File: config.mk
export PLATFORM = sky130hd
export DESIGN_NAME = ps2_key_ctrl
export DESIGN_NICKNAME = d
export VERILOG_FILES = /design/src/rtl/ps2_key_ctrl.sv
export SDC_FILE = /design/constraint.sdc
export NUM_CORES = 1
export LEC_CHECK = 0
export CORE_ASPECT_RATIO = 1.1
export CORE_MARGIN = 3
export CORE_UTILIZATION = 55
export CTS_BUF_LIST = sky130_fd_sc_hd__clkbuf_4
export DETAILED_ROUTE_END_ITERATION = 16
export PLACE_DENSITY = 0.84
export SYNTH_ARGS = -nofsm -noshare
export SYNTH_HDL_FRONTEND = slang
export SYNTH_SLANG_ARGS = --single-unit
File: constraint.sdc
create_clock -name clk -period 3.3 [get_ports clk]
set_input_delay 0.33 -clock clk [delete_from_list [all_inputs] [get_ports clk]]
set_output_delay 0.33 -clock clk [all_outputs]
set_load 0.03 [all_outputs]
File: src/rtl/ps2_key_ctrl.sv
// ps2_key_ctrl: PS/2 set-2 scan-code sequencer.
// Resolves E0 (extended) and F0 (break) prefixes and queues one make/break
// event per key action in a small valid/ready FIFO. It also tracks the last
// pressed key, its held state and a press counter, and raises sticky
// protocol/timeout/overflow error flags.
// Optional build macro: PS2_TYPEMATIC_FILTER_EN. When it is defined,
// auto-repeat makes of the currently held key are suppressed.
module ps2_key_ctrl #(
    parameter int FIFO_DEPTH     = 8,
    parameter int TIMEOUT_CYCLES = 100000
) (
    input  logic       clk,
    input  logic       resetn,
    input  logic       byte_valid,
    input  logic [7:0] byte_data,
    output logic       evt_valid,
    input  logic       evt_ready,
    output logic [7:0] evt_code,
    output logic       evt_ext,
    output logic       evt_break,
    output logic [8:0] cur_key,
    output logic       key_held,
    output logic [7:0] press_count,
    input  logic       err_clr,
    output logic       proto_err,
    output logic       timeout_err,
    output logic       ovf_err
);

    localparam int PW = (FIFO_DEPTH > 1) ? $clog2(FIFO_DEPTH) : 1;
    localparam int CW = $clog2(FIFO_DEPTH + 1);
    localparam int TW = $clog2(TIMEOUT_CYCLES + 1);
    localparam logic [TW-1:0] TMO_LAST = TW'(TIMEOUT_CYCLES - 1);
    localparam logic [CW-1:0] FULL_CNT = CW'(FIFO_DEPTH);

    typedef enum logic [1:0] {S_IDLE, S_EXT, S_BRK, S_EXT_BRK} state_t;

    state_t        state_q, state_d;
    logic [TW-1:0] tmo_q, tmo_d;
    logic [PW-1:0] wr_ptr_q, wr_ptr_d, rd_ptr_q, rd_ptr_d;
    logic [CW-1:0] count_q, count_d;
    logic [9:0]    mem_q [FIFO_DEPTH];
    logic [8:0]    cur_key_q, cur_key_d;
    logic          key_held_q, key_held_d;
    logic [7:0]    press_q, press_d;
    logic          proto_err_q, proto_err_d;
    logic          tmo_err_q, tmo_err_d;
    logic          ovf_err_q, ovf_err_d;

    logic          emit, emit_ext, emit_brk;
    logic          proto_set, tmo_set, ovf_set;
    logic          make_ok, push_req, push_ok, pop, full, is_repeat;
    logic [8:0]    evt_key;

    // Prefix state machine and prefix-idle timeout counter.
    always_comb begin
        state_d   = state_q;
        tmo_d     = '0;
        emit      = 1'b0;
        emit_ext  = 1'b0;
        emit_brk  = 1'b0;
        proto_set = 1'b0;
        tmo_set   = 1'b0;
        if (byte_valid) begin
            case (state_q)
                S_IDLE: begin
                    if (byte_data == 8'hE0)      state_d = S_EXT;
                    else if (byte_data == 8'hF0) state_d = S_BRK;
                    else                         emit = 1'b1;
                end
                S_EXT: begin
                    if (byte_data == 8'hF0) state_d = S_EXT_BRK;
                    else if (byte_data != 8'hE0) begin
                        emit     = 1'b1;
                        emit_ext = 1'b1;
                        state_d  = S_IDLE;
                    end
                end
                S_BRK, S_EXT_BRK: begin
                    state_d = S_IDLE;
                    if (byte_data == 8'hE0 || byte_data == 8'hF0) begin
                        proto_set = 1'b1;
                    end else begin
                        emit     = 1'b1;
                        emit_brk = 1'b1;
                        emit_ext = (state_q == S_EXT_BRK);
                    end
                end
                default: state_d = S_IDLE;
            endcase
        end else if (state_q != S_IDLE) begin
            if (tmo_q == TMO_LAST) begin
                state_d = S_IDLE;
                tmo_set = 1'b1;
            end else begin
                tmo_d = tmo_q + 1'b1;
            end
        end
    end

    // Event filtering, FIFO bookkeeping, key tracking and sticky error flags.
    always_comb begin
        evt_key   = {emit_ext, byte_data};
        is_repeat = (evt_key == cur_key_q) && key_held_q;
`ifdef PS2_TYPEMATIC_FILTER_EN
        make_ok   = emit && !emit_brk && !is_repeat;
`else
        make_ok   = emit && !emit_brk;
`endif
        push_req  = make_ok || (emit && emit_brk);
        full      = (count_q == FULL_CNT);
        pop       = (count_q != '0) && evt_ready;
        push_ok   = push_req && (!full || pop);
        ovf_set   = push_req && full && !pop;

        wr_ptr_d  = push_ok ? wr_ptr_q + 1'b1 : wr_ptr_q;
        rd_ptr_d  = pop ? rd_ptr_q + 1'b1 : rd_ptr_q;
        count_d   = count_q;
        if (push_ok && !pop)      count_d = count_q + 1'b1;
        else if (pop && !push_ok) count_d = count_q - 1'b1;

        cur_key_d  = cur_key_q;
        key_held_d = key_held_q;
        press_d    = press_q;
        if (make_ok) begin
            cur_key_d  = evt_key;
            key_held_d = 1'b1;
            press_d    = press_q + 8'd1;
        end else if (emit && emit_brk && (evt_key == cur_key_q)) begin
            key_held_d = 1'b0;
        end

        proto_err_d = proto_set | (proto_err_q & ~err_clr);
        tmo_err_d   = tmo_set   | (tmo_err_q   & ~err_clr);
        ovf_err_d   = ovf_set   | (ovf_err_q   & ~err_clr);
    end

    // State and bookkeeping registers.
    always_ff @(posedge clk or negedge resetn) begin
        if (!resetn) begin
            state_q     <= S_IDLE;
            tmo_q       <= '0;
            wr_ptr_q    <= '0;
            rd_ptr_q    <= '0;
            count_q     <= '0;
            cur_key_q   <= '0;
            key_held_q  <= 1'b0;
            press_q     <= '0;
            proto_err_q <= 1'b0;
            tmo_err_q   <= 1'b0;
            ovf_err_q   <= 1'b0;
        end else begin
            state_q     <= state_d;
            tmo_q       <= tmo_d;
            wr_ptr_q    <= wr_ptr_d;
            rd_ptr_q    <= rd_ptr_d;
            count_q     <= count_d;
            cur_key_q   <= cur_key_d;
            key_held_q  <= key_held_d;
            press_q     <= press_d;
            proto_err_q <= proto_err_d;
            tmo_err_q   <= tmo_err_d;
            ovf_err_q   <= ovf_err_d;
        end
    end

    // FIFO storage, cleared on reset so the head fields read 0 when empty.
    always_ff @(posedge clk or negedge resetn) begin
        if (!resetn) begin
            for (int i = 0; i < FIFO_DEPTH; i++) mem_q[i] <= '0;
        end else if (push_ok) begin
            mem_q[wr_ptr_q] <= {byte_data, emit_ext, emit_brk};
        end
    end

    assign evt_valid   = (count_q != '0);
    assign evt_code    = mem_q[rd_ptr_q][9:2];
    assign evt_ext     = mem_q[rd_ptr_q][1];
    assign evt_break   = mem_q[rd_ptr_q][0];
    assign cur_key     = cur_key_q;
    assign key_held    = key_held_q;
    assign press_count = press_q;
    assign proto_err   = proto_err_q;
    assign timeout_err = tmo_err_q;
    assign ovf_err     = ovf_err_q;

endmodule
==> run metrics, run 1 <==
status=completed; Mapped Cells=454; hold slack=432.2 ps; Hold WC Path Type=input pin to asynchronous set/reset pin; initial antenna violation count=0; FILL cells=766; max cap viols=0; post-route setup TNS=0 ps; drt pass-1 iters=5; R2R Path Start=count_q[1]; Critical R2R Capture=count_q[3]; n_diodes=0; htree depth=4; die height=117.3 um; initial drt markers=178; Slew @ Worst Pin=838.0 ps; post-CTS setup buffer count=0; number of synthesized register bits=130; Max Slew Vio Count=0; Worst Skew=12.02 ps; min cycle time layout=3075 ps; Final Cycle Share=0.9318; Crit. End Element=primary output; Seq/Total Area, Yosys=0.5251; vias in the first global route=4146; flop-to-flop setup slack=260 ps; Die W=107.2 um; first-pass GRT wire length=21760 um; Critical Path Start Type=register; I/O Buffers=44; row count=40; Crit Path Class=register to primary output; Post-synth EDFFs=0; Final #Nets=531; antenna-violating nets left=0; Vias per Instance=5.833; CP max FO=22; area grow syn2layout=16.46%; Root Driver=clkbuf_4; synth unique cells=48; Pwr per Cell Area=871.1 mW/mm^2; most frequent cells in the layout=130 x dfrtp_1, 102 x mux2_2, 43 x clkdlybuf4s50_1, 27 x xnor2_1, 23 x nor2_1; largest net degree at the start of global routing=66; Initial Utilization=0.5652; total wire length=12920 um; Via Count=3908; Synth Area per Inst=13.64 sq um; CTS max path bufs=2; die area=0.01257 sq mm; CTS tree=built; Top-Level Pins=45; Num CTS Buffers=17; unrepaired setup endpoints after global routing=no; CP Data Required Time=2970 ps; CORE AREA=0.01096 sq mm; yosys warns=0; Rel. slew slack=0.4413; FFs w/ async S/R, synth=1.000; Worst Path Arrival=2750 ps; worst r2r path cells=9; global route total overflow=0; hpwl dp=8656 um; Remaining DRCs=0; VDD IR-drop max=0.0006256 V; Fmax achieved=0.3252 GHz; layout cells sized above 1=0.3537; Final Setup Violations=0; final core utilization=0.6582; dominant synthesized flop cell=dfrtp_1; Syn Nets=475; commonest non-fill, non-tap cell in the layout=dfrtp_1; LEAKAGE=0.002965 uW; Skew-Pair Late Insertion Delay=540 ps; clock sinks=130; Final Hold Vio Count=0; Clk pin slew, worst setup/hold paths=110 ps; routed len/inst=19.29 um; GPL Wtd Cong=0.8588; mapped cell area=0.006195 sq mm; Tot GR Track Use=0.2249
[state kept, by name, summed over array words and instances (netlist names)]
signal and cells:
count_q 4, mem_q 80, ovf_err 1, cur_key 9
rd_ptr_q 3, press_count 8, state_q 2, key_held 1
tmo_q 17, proto_err 1, wr_ptr_q 3, timeout_err 1
[report_power, final]
group          switching (uW)  internal (uW)  total [uW]
Sequential                389           2110        2500
Clock                     587            670        1260
Combinational            1160           1370        2530
Total                    2130           4150        6280
[cell usage after synthesis, types with 2 or more instances]
cell	count	share of area
clkbuf_1	17	0.010
xnor2_1	27	0.038
nor4_1	7	0.0071
a21oi_1	2	0.0016
nand4b_1	2	0.0028
nor3_1	9	0.0073
or3_2	2	0.0024
inv_1	8	0.0048
nor4b_1	2	0.0028
buf_2	9	0.0073
mux4_2	20	0.073
xor2_1	9	0.013
nand4_2	2	0.0040
ha_1	7	0.014
nand4_1	9	0.0091
nand2_1	17	0.010
nand3_1	12	0.0097
o21ai_0	4	0.0032
and4_1	2	0.0028
nor4_4	3	0.010
nor2_1	23	0.014
a21o_1	3	0.0036
dfrtp_1	130	0.53
mux2_2	102	0.19
o22ai_1	2	0.0020
nor4bb_1	2	0.0032
[cells by family after synthesis]
logic type               after synthesis  share of synthesized area
multiplexers                         124                     0.2616
XOR/XNOR                              36                    0.05090
AND/OR/NAND/NOR                      103                     0.1008
AO/OA/AOI/OAI                         18                    0.02060
adder cells (fa/ha/maj)                8                    0.01737
buffers and inverters                 35                    0.02363
flip-flops                           130                     0.5251
[worst max path at each step]
| stage | from | end | slack [ps] | depth (start not counted) |
|---|---|---|---|---|
| floorplan | count_q[0] | count_q[3] | 770 | 9 |
| global placement | byte_data[0] | count_q[3] | 250 | 10 |
| detailed placement | byte_data[0] | count_q[3] | 170 | 10 |
| CTS | rd_ptr_q[0] | evt_code[2] | 150 | 4 |
| global route | count_q[0] | count_q[3] | 4 | 9 |
| finish | rd_ptr_q[0] | evt_code[4] | 220 | 4 |
[timing repair]
action,in CTS,in global routing
resized for setup,0,0
hold endpoints to repair,63,0
hold buffers,1,0
[metal layers]
layer  global-route usage  wire length, um  vias to the layer above
met5                    0                0                        -
li1                     -                -                     1766
met3              0.04898              517                       28
met2               0.3533             6434                       99
met4               0.1031              335                        0
met1               0.2994             5635                     2015
[worst max-delay path, stage by stage, from the launching register on]
cell and delay [ps]:
dfrtp_1 340, buf_4 390, mux4_2 570, mux2_2 300
clkdlybuf4s50_1 600
[through the flow]
step / area, sq um / cells / worst slack (ps) / total power (uW)
6_report: 7214 / 670 / 225.0 / 6284
5_1_grt: 7214 / 670 / 3.776 / 6628
4_1_cts: 7214 / 670 / 148.3 / 6338
3_5_place_dp: 6862 / 637 / 171.8 / 5071
3_3_place_gp: 6862 / 637 / 253.3 / 4942
2_1_floorplan: 6195 / 454 / 773.0 / 4252
[cell type report]
| cell class | count | area [sq um] | area share |
|---|---|---|---|
| Sequential cell | 130 | 3253 | 0.4509 |
| Multi-Input combinational cell | 289 | 2801 | 0.3883 |
| Timing Repair Buffer | 64 | 603.1 | 0.08359 |
| Clock inverter | 15 | 215.2 | 0.02983 |
| Tap cell | 147 | 183.9 | 0.02549 |
| Clock buffer | 17 | 127.6 | 0.01769 |
| Inverter | 8 | 30.03 | 0.004162 |
Note: power is estimated with default switching activity, not from simulation.
==> inputs of run 2 (changes only) <==
==> constraint.sdc (replaced) <==
create_clock -name clk -period 3.3 [get_ports clk]
set_input_delay 0.99 -clock clk [delete_from_list [all_inputs] [get_ports clk]]
set_output_delay 0.99 -clock clk [all_outputs]
set_load 0.03 [all_outputs]
==> run 2 against run 1 <==
Compared with the run above: critical path depth is the same; hold slack better by 55 ps; register-to-register slack improved by 310 ps; final cell count increased by 1.9%; routed wire length increased by 3.5%; combinational power grew 4%.
==> run metrics, run 2 (same netlist as run 1, synthesis figures left out) <==
Crit Path Class=register to primary output (unchanged); first-pass GRT wire length=22540 um (was 21760 um); routed len/inst=19.58 um (was 19.29 um); Largest Register=mem_q (unchanged); area grow syn2layout=18.26% (was 16.46%); Worst Path Arrival=2290 ps (was 2750 ps); hold path depth=1; Root Driver=clkbuf_4 (unchanged); most frequent cells in the layout=129 x dfrtp_1, 102 x mux2_2, 34 x buf_4, 33 x clkdlybuf4s50_1, 27 x xnor2_1 (was 130 x dfrtp_1, 102 x mux2_2, 43 x clkdlybuf4s50_1, 27 x xnor2_1, 23 x nor2_1); Tot GR Track Use=0.2347 (was 0.2249); beginning of the worst hold path=press_count[7]; flop-to-flop setup slack=570 ps (was 260 ps); Max Slew Vio Count=0 (unchanged); GR Layer Usage met1=0.3003 (was 0.2994); Initial Utilization=0.5652 (unchanged); critical path's slowest cell=mux4_2 (was clkdlybuf4s50_1); WP buf/inv=2 (unchanged); max cap viols=0 (unchanged); CP Data Required Time=2310 ps (was 2970 ps); Vias per Instance=5.870 (was 5.833); CP top delay family=multiplexers (was buffers and inverters); met2 Use GR=0.3822 (was 0.3533); GR peak layer=met2 (unchanged); drt pass-1 iters=5 (unchanged); Rel. slew slack=0.4340 (was 0.4413); status=completed (unchanged); hpwl dp=9023 um (was 8656 um); commonest non-fill, non-tap cell in the layout=dfrtp_1 (unchanged); met3 Track Usage GR=0.05999 (was 0.04898); row count=40 (unchanged); initial antenna violation count=0 (unchanged); Final Hold Vio Count=0 (unchanged); Die W=107.2 um (unchanged); Slew @ Worst Pin=842.7 ps (was 838.0 ps); crit-path max cell delay=510 ps (was 600 ps); total power=6267 uW (was 6284 uW); Final Setup Violations=0 (unchanged); Hold WC Path Type=register to register (was input pin to asynchronous set/reset pin); unrepaired setup endpoints after global routing=yes (was no); Clk pin slew, worst setup/hold paths=110 ps (about the same); Final #Nets=544 (was 531); die area=0.01257 sq mm (unchanged); n_diodes=0 (unchanged); largest net degree at the start of global routing=60 (was 66); Critical Path Start Type=register (unchanged); R2R Path Start=count_q[0] (was count_q[1]); min cycle time layout=3284 ps (was 3075 ps); GPL Wtd Cong=0.8168 (was 0.8588); global route total overflow=0 (unchanged); Final Cycle Share=0.9952 (was 0.9318); worst r2r path cells=9 (unchanged); Num CTS Buffers=17 (unchanged); die height=117.3 um (unchanged); CTS tree=built (unchanged); Skew-Pair Late Insertion Delay=560 ps (was 540 ps); CP max FO=11 (was 22); htree depth=4 (unchanged); cell depth of the worst setup path=4 (unchanged); clock sinks=130 (unchanged); register area=0.003254 sq mm (was 0.003253 sq mm); area occupied by multi-input gates=0.002801 sq mm (unchanged); Critical Path Start=rd_ptr_q[0] (unchanged); Fmax achieved=0.3045 GHz (was 0.3252 GHz); Critical R2R Capture=count_q[3] (unchanged); vias in the first global route=4392 (was 4146); max reg flops=80 (unchanged); worst-path cell chain=bufbuf_16 > mux4_2 > mux2_2 > buf_4 (was buf_4 > mux4_2 > mux2_2 > clkdlybuf4s50_1); I/O Buffers=44 (unchanged); Pwr per Cell Area=855.4 mW/mm^2 (was 871.1 mW/mm^2); layout cells sized above 1=0.3918 (was 0.3537); LEAKAGE=0.003057 uW (was 0.002965 uW); CTS max path bufs=2 (unchanged); hold slack=487.2 ps (was 432.2 ps); total wire length=13380 um (was 12920 um); FILL cells=778 (was 766); Worst Skew=16.22 ps (was 12.02 ps); antenna-violating nets left=0 (unchanged); Top-Level Pins=45 (unchanged); Worst Setup EP=evt_code[4] (unchanged); Remaining DRCs=0 (unchanged); VDD IR-drop max=0.0005654 V (was 0.0006256 V); Via Count=4009 (was 3908); CORE AREA=0.01096 sq mm (unchanged); Crit. End Element=primary output (unchanged); initial drt markers=268 (was 178)
run 2: worst min-delay path by stage:
stage | to | slack (ps)
after floorplan | mem_q[46] | 450
after global placement | press_count[7] | 460
after detailed placement | press_count[7] | 470
after CTS | tmo_q[0] | 490
after global routing | press_count[7] | 500
final | press_count[7] | 490
run 2: worst reg2reg max path: cells and delay by family, from the launching register on:
family	cells	cell delay, ps
simple gates	3	700
buf+inv	1	80
compound gates	3	850
flops	1	450
fa+ha+maj	2	520
run 2: through the flow:
stage / util / area [sq um] / std cells / setup TNS, ps / setup slack, ps
floorplan: - / 6195 / 454 / 0 / 178.7
global placement: 0.6372 / 6984 / 650 / -1382 / -192.8
detailed placement: 0.6372 / 6984 / 650 / -2412 / -394.0
CTS: 0.6684 / 7326 / 683 / -166.0 / -38.38
global route: 0.6684 / 7326 / 683 / -501.4 / -69.24
finish: 0.6684 / 7326 / 683 / 0 / 15.78
run 2: timing repair:
action                                  CTS  global route
endpoints found under the setup margin    5            10
pin swaps                                 0             0
buffers inserted                          0             0
endpoints found under the hold margin     0             0
cloned                                    1             0
resized for setup                        16             0
hold buffers                              0             0
run 2: area by class of cell:
type / instances / area share
flip-flops and latches: 130 / 0.4442
multi-input cells: 289 / 0.3824
clock inverters: 13 / 0.02169
repair buffers: 77 / 0.1030
well taps: 147 / 0.02511
clock buffers: 19 / 0.01947
inverters: 8 / 0.004099
run 2: power by group:
group          switching (uW)  internal, uW
Combinational            1180          1440
Sequential                390          2110
Clock                     605           542
run 2: metal layers:
layer	vias to the layer above	routed length [um]
met5	-	0
met4	0	343
met3	25	559
met2	104	6740
met1	2081	5733
li1	1799	-
==> inputs of run 3 (changes only) <==
Settings changed: TNS_END_PERCENT set to 5.
==> run 3 against run 2 <==
Compared with the run above: non-clock buffer count stayed put; fmax hardly changed; combinational power hardly changed; register-to-register slack hardly changed; design area stayed put; sequential share of layout area stayed put; count of clock-buffer cells in the layout stayed put; flip-flop and latch count stayed put; clock skew is 3.4 ps higher.
==> run metrics, run 3 (same netlist as run 1, synthesis figures left out) <==
status=completed (unchanged); hold slack=481.9 ps (was 487.2 ps); Skew-Pair Late Insertion Delay=570 ps (was 560 ps); clock sinks=130 (unchanged); Initial Utilization=0.5652 (unchanged); fin cells=683 (unchanged); Fmax achieved=0.3045 GHz (about the same); Setup WS post-layout=16.18 ps (was 15.78 ps); Largest Register=mem_q (unchanged); routed len/inst=19.57 um (was 19.58 um); critical path's slowest cell=mux4_2 (unchanged); n_diodes=0 (unchanged); first-pass GRT wire length=22540 um (unchanged); drt pass-1 iters=4 (was 5); Hold WC Path Type=register to register (unchanged); register area=0.003254 sq mm (unchanged); Vias per Instance=5.851 (was 5.870); area grow syn2layout=18.26% (unchanged); Via Count=3996 (was 4009); layout cells sized above 1=0.3918 (unchanged); FILL cells=778 (unchanged); crit-path max cell delay=510 ps (about the same); total wire length=13370 um (was 13380 um); die height=117.3 um (unchanged); commonest non-fill, non-tap cell in the layout=dfrtp_1 (unchanged); post-CTS setup buffer count=0 (unchanged); global route total overflow=0 (unchanged); Worst Skew=19.60 ps (was 16.22 ps); max cap viols=0 (unchanged); most frequent cells in the layout=129 x dfrtp_1, 102 x mux2_2, 34 x buf_4, 33 x clkdlybuf4s50_1, 27 x xnor2_1 (unchanged); CP Data Required Time=2310 ps (about the same); LEAKAGE=0.003057 uW (unchanged); CTS tree=built (unchanged); Tot GR Track Use=0.2347 (unchanged); post-place setup slack=-394.0 ps (unchanged); Slew @ Worst Pin=852.8 ps (was 842.7 ps); GPL Wtd Cong=0.8168 (unchanged); VDD IR-drop max=0.0005651 V (was 0.0005654 V); htree depth=4 (unchanged); Rel. slew slack=0.4272 (was 0.4340); area occupied by multi-input gates=0.002801 sq mm (unchanged); Remaining DRCs=0 (unchanged); Root Driver=clkbuf_4 (unchanged); max reg flops=80 (unchanged); largest net degree at the start of global routing=60 (unchanged); Worst Path Arrival=2290 ps (about the same); die area=0.01257 sq mm (unchanged); Crit Path Class=register to primary output (unchanged); Pwr per Cell Area=855.6 mW/mm^2 (was 855.4 mW/mm^2); Final Cycle Share=0.9951 (was 0.9952); CTS max path bufs=2 (unchanged); CORE AREA=0.01096 sq mm (unchanged); unrepaired setup endpoints after global routing=yes (unchanged); I/O Buffers=44 (unchanged); Hold-fix buffers, CTS=0 (unchanged); worst-path cell chain=bufbuf_16 > mux4_2 > mux2_2 > buf_4 (unchanged); hpwl dp=9023 um (unchanged); Max Slew Vio Count=0 (unchanged); Die W=107.2 um (unchanged); min cycle time layout=3284 ps (about the same); Top-Level Pins=45 (unchanged); initial drt markers=274 (was 268); Clk pin slew, worst setup/hold paths=110 ps (about the same); Crit. End Element=primary output (unchanged); Final #Nets=544 (unchanged); CP max FO=11 (unchanged); Final Hold Vio Count=0 (unchanged); initial antenna violation count=0 (unchanged); antenna-violating nets left=0 (unchanged); Num CTS Buffers=17 (unchanged); vias in the first global route=4392 (unchanged); Critical Path Start Type=register (unchanged); Post-Place Cells=650 (unchanged); Final Setup Violations=0 (unchanged); row count=40 (unchanged)
[run 3: cell counts in the layout (fill, tap and decap cells not counted)]
Identical to the previous run, type by type.
[run 3: path summary, 6_finish.rpt]
check                               startpoint              to  slack, ps  cells past startpoint
worst max-delay path               rd_ptr_q[0]     evt_code[4]         20                      4
worst min-delay path            press_count[7]  press_count[7]        480                      1
min in group asynchronous               resetn      count_q[1]        520                      1
worst min register to register  press_count[7]  press_count[7]        480                      1
max in group asynchronous               resetn      state_q[1]       2100                      2
worst max register to register      count_q[0]      count_q[3]        570                      9
[run 3: layout make-up]
class / instances / area share
tap: 147 / 0.02511
inverter: 8 / 0.004099
clock inverter: 13 / 0.02169
timing repair buffer: 77 / 0.1030
clock buffer: 19 / 0.01947
multi-input combinational: 289 / 0.3824
sequential: 130 / 0.4442
[run 3: critical path: cells and delay by family, from the launching register on]
kind                   cells  cell delay (ps)
multiplexers               2              800
buffers and inverters      2              500
flip-flops                 1              440
[run 3: metal layers]
metal  track usage  vias to the layer above  part of all wire
met5             0                        -                 0
met4       0.09193                        0             0.024
met3       0.05999                       27             0.048
met2        0.3822                      107              0.51
met1        0.3003                     2061              0.42
li1              -                     1801                 -
[run 3: what timing repair did]
item	CTS	global route
gates cloned	1	0
endpoints found under the setup margin	5	10
endpoints found under the hold margin	0	0
resized for setup	16	0
[run 3: metrics by stage]
| stage | setup TNS [ps] | util | power (uW) | area [sq um] |
|---|---|---|---|---|
| final | 0 | 0.6684 | 6268 | 7326 |
| after CTS | -166.0 | 0.6684 | 6327 | 7326 |
| after global routing | -501.4 | 0.6684 | 6635 | 7326 |
| after global placement | -1382 | 0.6372 | 5006 | 6984 |
| after floorplan | 0 | - | 4252 | 6195 |
| after detailed placement | -2412 | 0.6372 | 5130 | 6984 |
[run 3: where the power goes]
group | internal [uW] | switching, uW | leakage [uW]
clock | 542 | 603 | 0.000162
combinational | 1440 | 1180 | 0.00127
sequential | 2110 | 392 | 0.00163
total | 4090 | 2180 | 0.00306
